[src/rtl/fill_seq_pkg.sv]
// Shared types, default geometry and helpers for the frame fill sequencer.
package fill_seq_pkg;

  typedef enum logic [1:0] {
    IDLE,
    FILL,
    WAIT_SWAP
  } state_e;

  // Default geometry: 640x480 screen tiled with 16x16 blocks.
  localparam int unsigned DEF_BLOCKS_X = 40;
  localparam int unsigned DEF_BLOCKS_Y = 30;
  localparam int unsigned DEF_ADDR_W   = 11;
  localparam int unsigned DEF_PIX_W    = 8;

  // True when (x, y) is the bottom-right block of a bx-by-by grid.
  function automatic logic is_last_block(input int unsigned x, input int unsigned y,
                                         input int unsigned bx, input int unsigned by);
    return (x == bx - 1) && (y == by - 1);
  endfunction

endpackage

[src/rtl/block_scan_counter.sv]
// Raster-order block scanner: column, row and running linear address.
// The linear address is a plain incrementing counter, so no y*BLOCKS_X
// multiplier is needed. On the last block the counter holds its value.
module block_scan_counter
  import fill_seq_pkg::*;
#(
  parameter int unsigned BLOCKS_X = DEF_BLOCKS_X,
  parameter int unsigned BLOCKS_Y = DEF_BLOCKS_Y,
  parameter int unsigned ADDR_W   = DEF_ADDR_W
) (
  input  logic              clk,
  input  logic              reset_n,
  input  logic              clear_i,
  input  logic              advance_i,
  output logic [9:0]        x_o,
  output logic [9:0]        y_o,
  output logic [ADDR_W-1:0] addr_o,
  output logic              last_o
);

  localparam int unsigned X_W = (BLOCKS_X > 1) ? $clog2(BLOCKS_X) : 1;
  localparam int unsigned Y_W = (BLOCKS_Y > 1) ? $clog2(BLOCKS_Y) : 1;

  logic [X_W-1:0]    x_q;
  logic [Y_W-1:0]    y_q;
  logic [ADDR_W-1:0] addr_q;

  assign last_o = is_last_block(32'(x_q), 32'(y_q), BLOCKS_X, BLOCKS_Y);

  // Step through blocks in raster order; clear takes priority over advance.
  always_ff @(posedge clk) begin
    // NOTE: reset is synchronous, so it lives inside the clocked branch and
    // the sensitivity list carries only the clock edge.
    if (!reset_n || clear_i) begin
      // NOTE: non-blocking assignments keep every register sampling the
      // pre-edge values, independent of statement order.
      x_q    <= '0;
      y_q    <= '0;
      addr_q <= '0;
    end else if (advance_i && !last_o) begin
      if (x_q == X_W'(BLOCKS_X - 1)) begin
        x_q <= '0;
        y_q <= y_q + Y_W'(1);
      end else begin
        x_q <= x_q + X_W'(1);
      end
      addr_q <= addr_q + ADDR_W'(1);
    end
  end

  assign x_o    = 10'(x_q);
  assign y_o    = 10'(y_q);
  assign addr_o = addr_q;

endmodule

[src/rtl/frame_fill_sequencer.sv]
// Double-buffered block framebuffer fill controller. Renders one frame of
// pattern-generator output into the back RAM, then swaps buffers on vsync.
module frame_fill_sequencer
  import fill_seq_pkg::*;
#(
  parameter int unsigned BLOCKS_X = DEF_BLOCKS_X,
  parameter int unsigned BLOCKS_Y = DEF_BLOCKS_Y,
  parameter int unsigned ADDR_W   = DEF_ADDR_W,
  parameter int unsigned PIX_W    = DEF_PIX_W
) (
  input  logic              clk,
  input  logic              reset_n,
  input  logic              start,
  input  logic              vsync_pulse,
  input  logic [PIX_W-1:0]  pixel_in,
  input  logic              wr_ready,
  output logic [9:0]        x_coord_of_current_block,
  output logic [9:0]        y_coord_of_current_block,
  output logic              which_ram,
  output logic              wr_en,
  output logic [ADDR_W-1:0] wr_addr,
  output logic [PIX_W-1:0]  wr_data,
  output logic              display_ram_sel,
  output logic              busy,
  output logic              frame_done
);

  state_e state_q;
  logic   pending_q;
  logic   display_sel_q;
  logic   which_ram_q;
  logic   busy_q;
  logic   frame_done_q;

  logic   scan_last;
  logic   write_fire;

  // A write completes only when the request meets a RAM grant.
  assign wr_en      = (state_q == FILL);
  assign write_fire = wr_en && wr_ready;

  // Counters are cleared while idle so every fill starts at block (0, 0),
  // and hold their last value through WAIT_SWAP.
  block_scan_counter #(
    .BLOCKS_X (BLOCKS_X),
    .BLOCKS_Y (BLOCKS_Y),
    .ADDR_W   (ADDR_W)
  ) u_scan (
    .clk       (clk),
    .reset_n   (reset_n),
    .clear_i   (state_q == IDLE),
    .advance_i (write_fire),
    .x_o       (x_coord_of_current_block),
    .y_o       (y_coord_of_current_block),
    .addr_o    (wr_addr),
    .last_o    (scan_last)
  );

  // Fill/swap controller with one-deep start queue and buffer toggle.
  always_ff @(posedge clk) begin
    if (!reset_n) begin
      state_q       <= IDLE;
      pending_q     <= 1'b0;
      display_sel_q <= 1'b0;
      which_ram_q   <= 1'b1;
      busy_q        <= 1'b0;
      frame_done_q  <= 1'b0;
    end else begin
      frame_done_q <= 1'b0;
      case (state_q)
        IDLE: begin
          if (start || pending_q) begin
            state_q   <= FILL;
            busy_q    <= 1'b1;
            pending_q <= 1'b0;
          end
        end
        FILL: begin
          if (start) pending_q <= 1'b1;
          if (write_fire && scan_last) state_q <= WAIT_SWAP;
        end
        WAIT_SWAP: begin
          if (start) pending_q <= 1'b1;
          // Swapping only here keeps the displayed buffer stable mid-scan.
          if (vsync_pulse) begin
            display_sel_q <= ~display_sel_q;
            which_ram_q   <= display_sel_q;
            frame_done_q  <= 1'b1;
            busy_q        <= 1'b0;
            state_q       <= IDLE;
          end
        end
        default: begin
          state_q <= IDLE;
          busy_q  <= 1'b0;
        end
      endcase
    end
  end

  assign wr_data         = pixel_in;
  assign which_ram       = which_ram_q;
  assign display_ram_sel = display_sel_q;
  assign busy            = busy_q;
  assign frame_done      = frame_done_q;

endmodule

[config.mk]
export PLATFORM = sky130hd
export DESIGN_NAME = frame_fill_sequencer
export DESIGN_NICKNAME = d
export VERILOG_FILES = /design/src/rtl/fill_seq_pkg.sv /design/src/rtl/block_scan_counter.sv /design/src/rtl/frame_fill_sequencer.sv
export SDC_FILE = /design/constraint.sdc
export NUM_CORES = 1
export LEC_CHECK = 0
export CAP_MARGIN = 15
export CELL_PAD_IN_SITES_DETAIL_PLACEMENT = 1
export CELL_PAD_IN_SITES_GLOBAL_PLACEMENT = 1
export CORE_MARGIN = 8
export CORE_UTILIZATION = 34
export DETAILED_ROUTE_END_ITERATION = 8
export GPL_ROUTABILITY_DRIVEN = 0
export PLACE_DENSITY_LB_ADDON = 0.1
export SKIP_LAST_GASP = 1
export SYNTH_ARGS = -nofsm -noshare
export SYNTH_HDL_FRONTEND = slang
export SYNTH_SLANG_ARGS = --single-unit
[constraint.sdc]
create_clock -name clk -period 2.95 [get_ports clk]
set_input_delay 0.4425 -clock clk [delete_from_list [all_inputs] [get_ports clk]]
set_output_delay 0.4425 -clock clk [all_outputs]
set_load 0.02 [all_outputs]
; Word-level counts from Yosys, hierarchy flattened
; Cells that the tools add are included.
[word_totals]
register_bits = 29
in_bits = 13
wordCells = 51
[op_classes]
addsub = 3
eq_ne = 8
mux = 12
bitwise = 2
reduce_logical = 17
[ops]
columns = cell, n
row1 = "11-bit by 1-bit adder with 11-bit output, second input constant", 1
row2 = 3-bit AND reduction, 3
row3 = "6-bit by 1-bit adder with 6-bit output, second input constant", 1
row4 = "6-bit equality test, second input constant", 1
row5 = 2-bit 2-to-1 mux, 3
row6 = 6-bit 2-to-1 mux, 1
row7 = 2-bit one-hot mux with 3 select lines, 1
row8 = 2-bit AND reduction, 3
row9 = "5-bit by 1-bit adder with 5-bit output, second input constant", 1
row10 = "5-bit equality test, second input constant", 1
row11 = 1-bit 2-to-1 mux, 5
row12 = 1-bit logical AND, 4
row13 = "2-bit by 1-bit != test with 1-bit output, second input constant", 2
row14 = "2-bit != test, second input constant", 2
row15 = 1-bit one-hot mux with 3 select lines, 1
row16 = "2-bit by 1-bit equality test with 1-bit output, second input constant", 1
row17 = "2-bit equality test, second input constant", 1
row18 = 1-bit logical NOT, 2
row19 = 2-bit logical NOT, 1
row20 = 1-bit logical OR, 2
row21 = 1-bit NOT, 2
row22 = 1-bit one-hot mux with 2 select lines, 1
row23 = 2-bit nonzero test, 1
row24 = 2-bit OR reduction, 1

; Longest topological paths before layout
[depth]
ltp_word = 5
depth_mapped = 7

; Cells and area by module
; From an unflattened synthesis, not the netlist that was laid out.
[hier_totals]
hier_cells = 185
area_unflattened_um2 = 1605.3
[by_module_without_submodules]
columns = module, n_inst, cells_each, area_per_inst_um2, seq_area_each_um2
row1 = block_scan_counter, 1, 138, 1172.4, 440.4
row2 = frame_fill_sequencer, 1, 47, 432.9, 140.1

; Least setup slack after synthesis
; Ideal clock, no wire load.
[synth_timing]
path_type = register -> register
from = reg u_scan.y_q[1]
to = reg u_scan.addr_q[9], in the netlist u_scan.addr_o[9]
arrival_ns = 1.887
setup_slack_ns = 0.993
path_stages_with_launch = 7
n_path_buf = 0
period_less_slack_ns = 1.957
cell_sequence = dfxtp_1 -> inv_1 -> ha_1 -> and4_2 -> a311oi_4 -> or4b_1 -> a21oi_1
[synth_between]
elab_chain_cells = 4
[synth_lines]
columns = element, line
row1 = start: declaration, block_scan_counter.sv:25  ; logic [Y_W-1:0] y_q;
row2 = start signal: assignment, block_scan_counter.sv:43  ; y_q <= y_q + Y_W'(1);
row3 = 5-bit equality test, fill_seq_pkg.sv:19  ; return (x == bx - 1) && (y == by - 1);
row4 = 1-bit logical AND, fill_seq_pkg.sv:19
row5 = 1-bit logical NOT, block_scan_counter.sv:40  ; end else if (advance_i && !last_o) begin
row6 = 1-bit logical AND, block_scan_counter.sv:40
row7 = end signal: assignment, block_scan_counter.sv:47  ; addr_q <= addr_q + ADDR_W'(1);
row8 = end: declaration, block_scan_counter.sv:26  ; logic [ADDR_W-1:0] addr_q;
; No other way between the ends.
; A chain may end at the register's enable or synchronous reset.

; Worst setup path in the final report
[layout_timing]
from = reg state_q[1]
to = out wr_en
[layout_between]
elab_chain_cells = 1
[layout_lines]
columns = element, line
row1 = start: declaration, frame_fill_sequencer.sv:28  ; state_e state_q;
row2 = start signal: assignment, frame_fill_sequencer.sv:62  ; state_q <= IDLE;
row3 = start signal: assignment, frame_fill_sequencer.sv:73  ; state_q <= FILL;
row4 = start signal: assignment, frame_fill_sequencer.sv:80  ; if (write_fire && scan_last) state_q <= WAIT_SWAP;
row5 = 2-bit by 1-bit equality test with 1-bit output, frame_fill_sequencer.sv:39  ; assign wr_en = (state_q == FILL);
row6 = end: declaration, frame_fill_sequencer.sv:20  ; output logic wr_en,
; No other way between the ends.

==> results.ini <==
[run_status]
status = completed

[drt]
wl_met3_um = 301
drc_errors = 0
first_pass_iters = 4
wl_met1_um = 1840
wl_met2_um = 1970
vias = 1400
topRoutingLayerUsed = met4
wl_um = 4180
antenna_left = 0
dr.first_iter.drc_count = 76
post_drt_wl_per_cell_um = 15.7
viasPerCell = 5.24

[worst_setup_path]
arrival_ps = 1610
r2r-start = u_scan.y_q[1]
required_ps = 2510
critPathMaxFanout = 6
r2r_setup_slack_ps = 950
reg2reg_depth = 6
r2r-end = u_scan.addr_o[9]
critical_path_class = flop to output port
end_kind = output port
cp-start-kind = flop

[floorplanning]
core_um2 = 4600
initial_core_util_pct = 34.4
die_h_um = 84.3
fp-row-count = 25
die_w_um = 84.3
ioPinCount = 57
dieArea_um2 = 7100

[clocking]
clkSinkCount = 29
clockRootBuffer = clkbuf_8
cts_resized = 0
cts_tree = done
hold_buffers = 0
path_clk_slew_ps = 60
postCtsSetupBuffers = 0
cts.path.max_buffers = 2
clock_latency_ps = 280
cts_buffers = 5
htreeDepth = 2

[synth]
synthArstFlopShare_pct = 0
synth_area_leader_cell = dfxtp_1
synth_top_cell_area_share_pct = 36.7
ys_seq_elements = 29
syn_area_um2 = 1580
yosysWarnings = 0
ys_types = 42
netlist_instances = 187
synth_top_flop_cell = dfxtp_1
synth.avg_cell_area_um2 = 8.47
yosysMostFrequentCell = dfxtp_1
netlist_top_cells_area = dfxtp_1 (37%), buf_4 (8.1%), ha_1 (5.5%), a21oi_1 (5.4%), nand2_1 (4.0%)
seq_area_frac_synth_pct = 36.7
synth_edf_count = 0
netlist_top_cells_count = dfxtp_1 (29), a21oi_1 (17), buf_4 (17), nand2_1 (17), nor2_1 (12)

[global_routing]
antenna_found_initial = 0
first_global_vias = 1419
grt_use_total_pct = 12.0
overflow = 0
grt_max_degree = 19
grt_pass1_wl_um = 7020

[timing]
fin_crit_sh_pct = 69.7
post-route-min-period_ps = 2060
drv_slew = 0
setup_tns_ps = 0
holdWs_ps = 479
rsz0062_at_grt = no
skew_ps = 4.95
hold_violations = 0
setup_viol = 0
clock.fmax_mhz = 486
worst_slew_pin_slew_ps = 814
relSlewSlack_pct = 45.7

[hold_path]
hp-start = pending_q
hold_class = flop to flop
hold_depth = 2
whs_endpoint = pending_q

[power_and_ir_drop]
irDropWorstVdd_mv = 0.191
total_leakage_power_nw = 0.676
p_per_area_nw_per_um2 = 440
power_uw = 849

[finish]
area_growth_pct = 21.9
layout.cells.non_filler = 267
fin_nets = 232
antenna_cells = 0
drive_gt1_share_pct = 6.10
final_cell_area_um2 = 1930

[place]
dp_cells = 259
portBuffers = 31
hpwl_um = 3120
dpl_cell_area_um2 = 1850

[flow_run]
cap_violations = 0

## per-stage QoR
stage / utilization [%] / worst slack [ps]
detailed placement: 40.2 / 775
CTS: 42.0 / 864
finish: 42.0 / 893
global route: 42.0 / 796
global placement: 40.2 / 831
floorplan: - / 993
## registers in the layout, indices dropped and copies added, names as in the netlist
name	cells
busy	1
display_ram_sel	1
frame_done	1
pending_q	1
state_q	2
u_scan.addr_o	11
u_scan.x_q	6
u_scan.y_q	5
which_ram	1
## power by group
group          switching (mW)  total [mW]  internal [mW]
Sequential            0.00505       0.405          0.400
Combinational          0.0860       0.130         0.0440
Clock                   0.147       0.314          0.167
Total                   0.238       0.849          0.611
## placed cells by master (no fill, tap or decap), drive strengths merged, types with 2 or more instances in the layout
cell type / count
o41ai: 2
o21ai: 10
nor2: 12
nand4bb: 2
clkbuf: 8
clkdlybuf4s50: 31
nand2b: 2
or3: 6
a31oi: 2
nor3b: 2
o31ai: 2
xnor2: 2
inv: 11
and2: 3
nand2: 17
a31o: 2
a211oi: 3
ha: 7
and3: 2
nand4: 8
dfxtp: 29
a21oi: 17
conb: 9
xor2: 4
nand3: 5
## area by class of cell
| type | instances | area, um^2 |
|---|---|---|
| Multi-Input combinational cell | 133 | 843 |
| Sequential cell | 29 | 581 |
| Clock buffer | 8 | 80.1 |
| Inverter | 11 | 41.3 |
| Fill cell | 555 | 2670 |
| Tap cell | 54 | 67.6 |
| Timing Repair Buffer | 32 | 318 |
## how the worst max path moves through the flow
| stage | from | endpoint | cells past startpoint |
|---|---|---|---|
| 2_1_floorplan | u_scan.y_q[1] | u_scan.addr_o[9] | 6 |
| 6_report | state_q[1] | wr_en | 3 |
| 4_1_cts | state_q[1] | wr_en | 3 |
| 5_1_grt | state_q[1] | wr_en | 3 |
| 3_3_place_gp | wr_ready | u_scan.addr_o[9] | 5 |
| 3_5_place_dp | wr_ready | u_scan.y_q[3] | 5 |
## worst max-delay path: stages (launching register included)
cell and delay [ps]:
dfxtp_1 310, inv_1 100, ha_1 270, clkdlybuf4s50_1 650
## layer usage
metal	up-vias	track usage, %
li1	689	-
met1	666	13.4
met2	35	18.8
met3	10	5.81
met4	0	5.49
met5	-	0
## kinds of logic (layout without fill, tap and decap cells)
group                      count (synthesis)  in the layout  synth area share, %
muxes                                      1              1                0.632
and+or+nand+nor                           67             67                 23.5
buffers and inverters                     33             51                 12.0
DFF                                       29             29                 36.7
other                                      1              9                0.237
adders and majority gates                  7              7                 5.53
AOI/OAI and AO/OA                         43             43                 18.2
xor gates and xnor gates                   6              6                 3.32
Note: power is estimated with default switching activity, not from simulation.
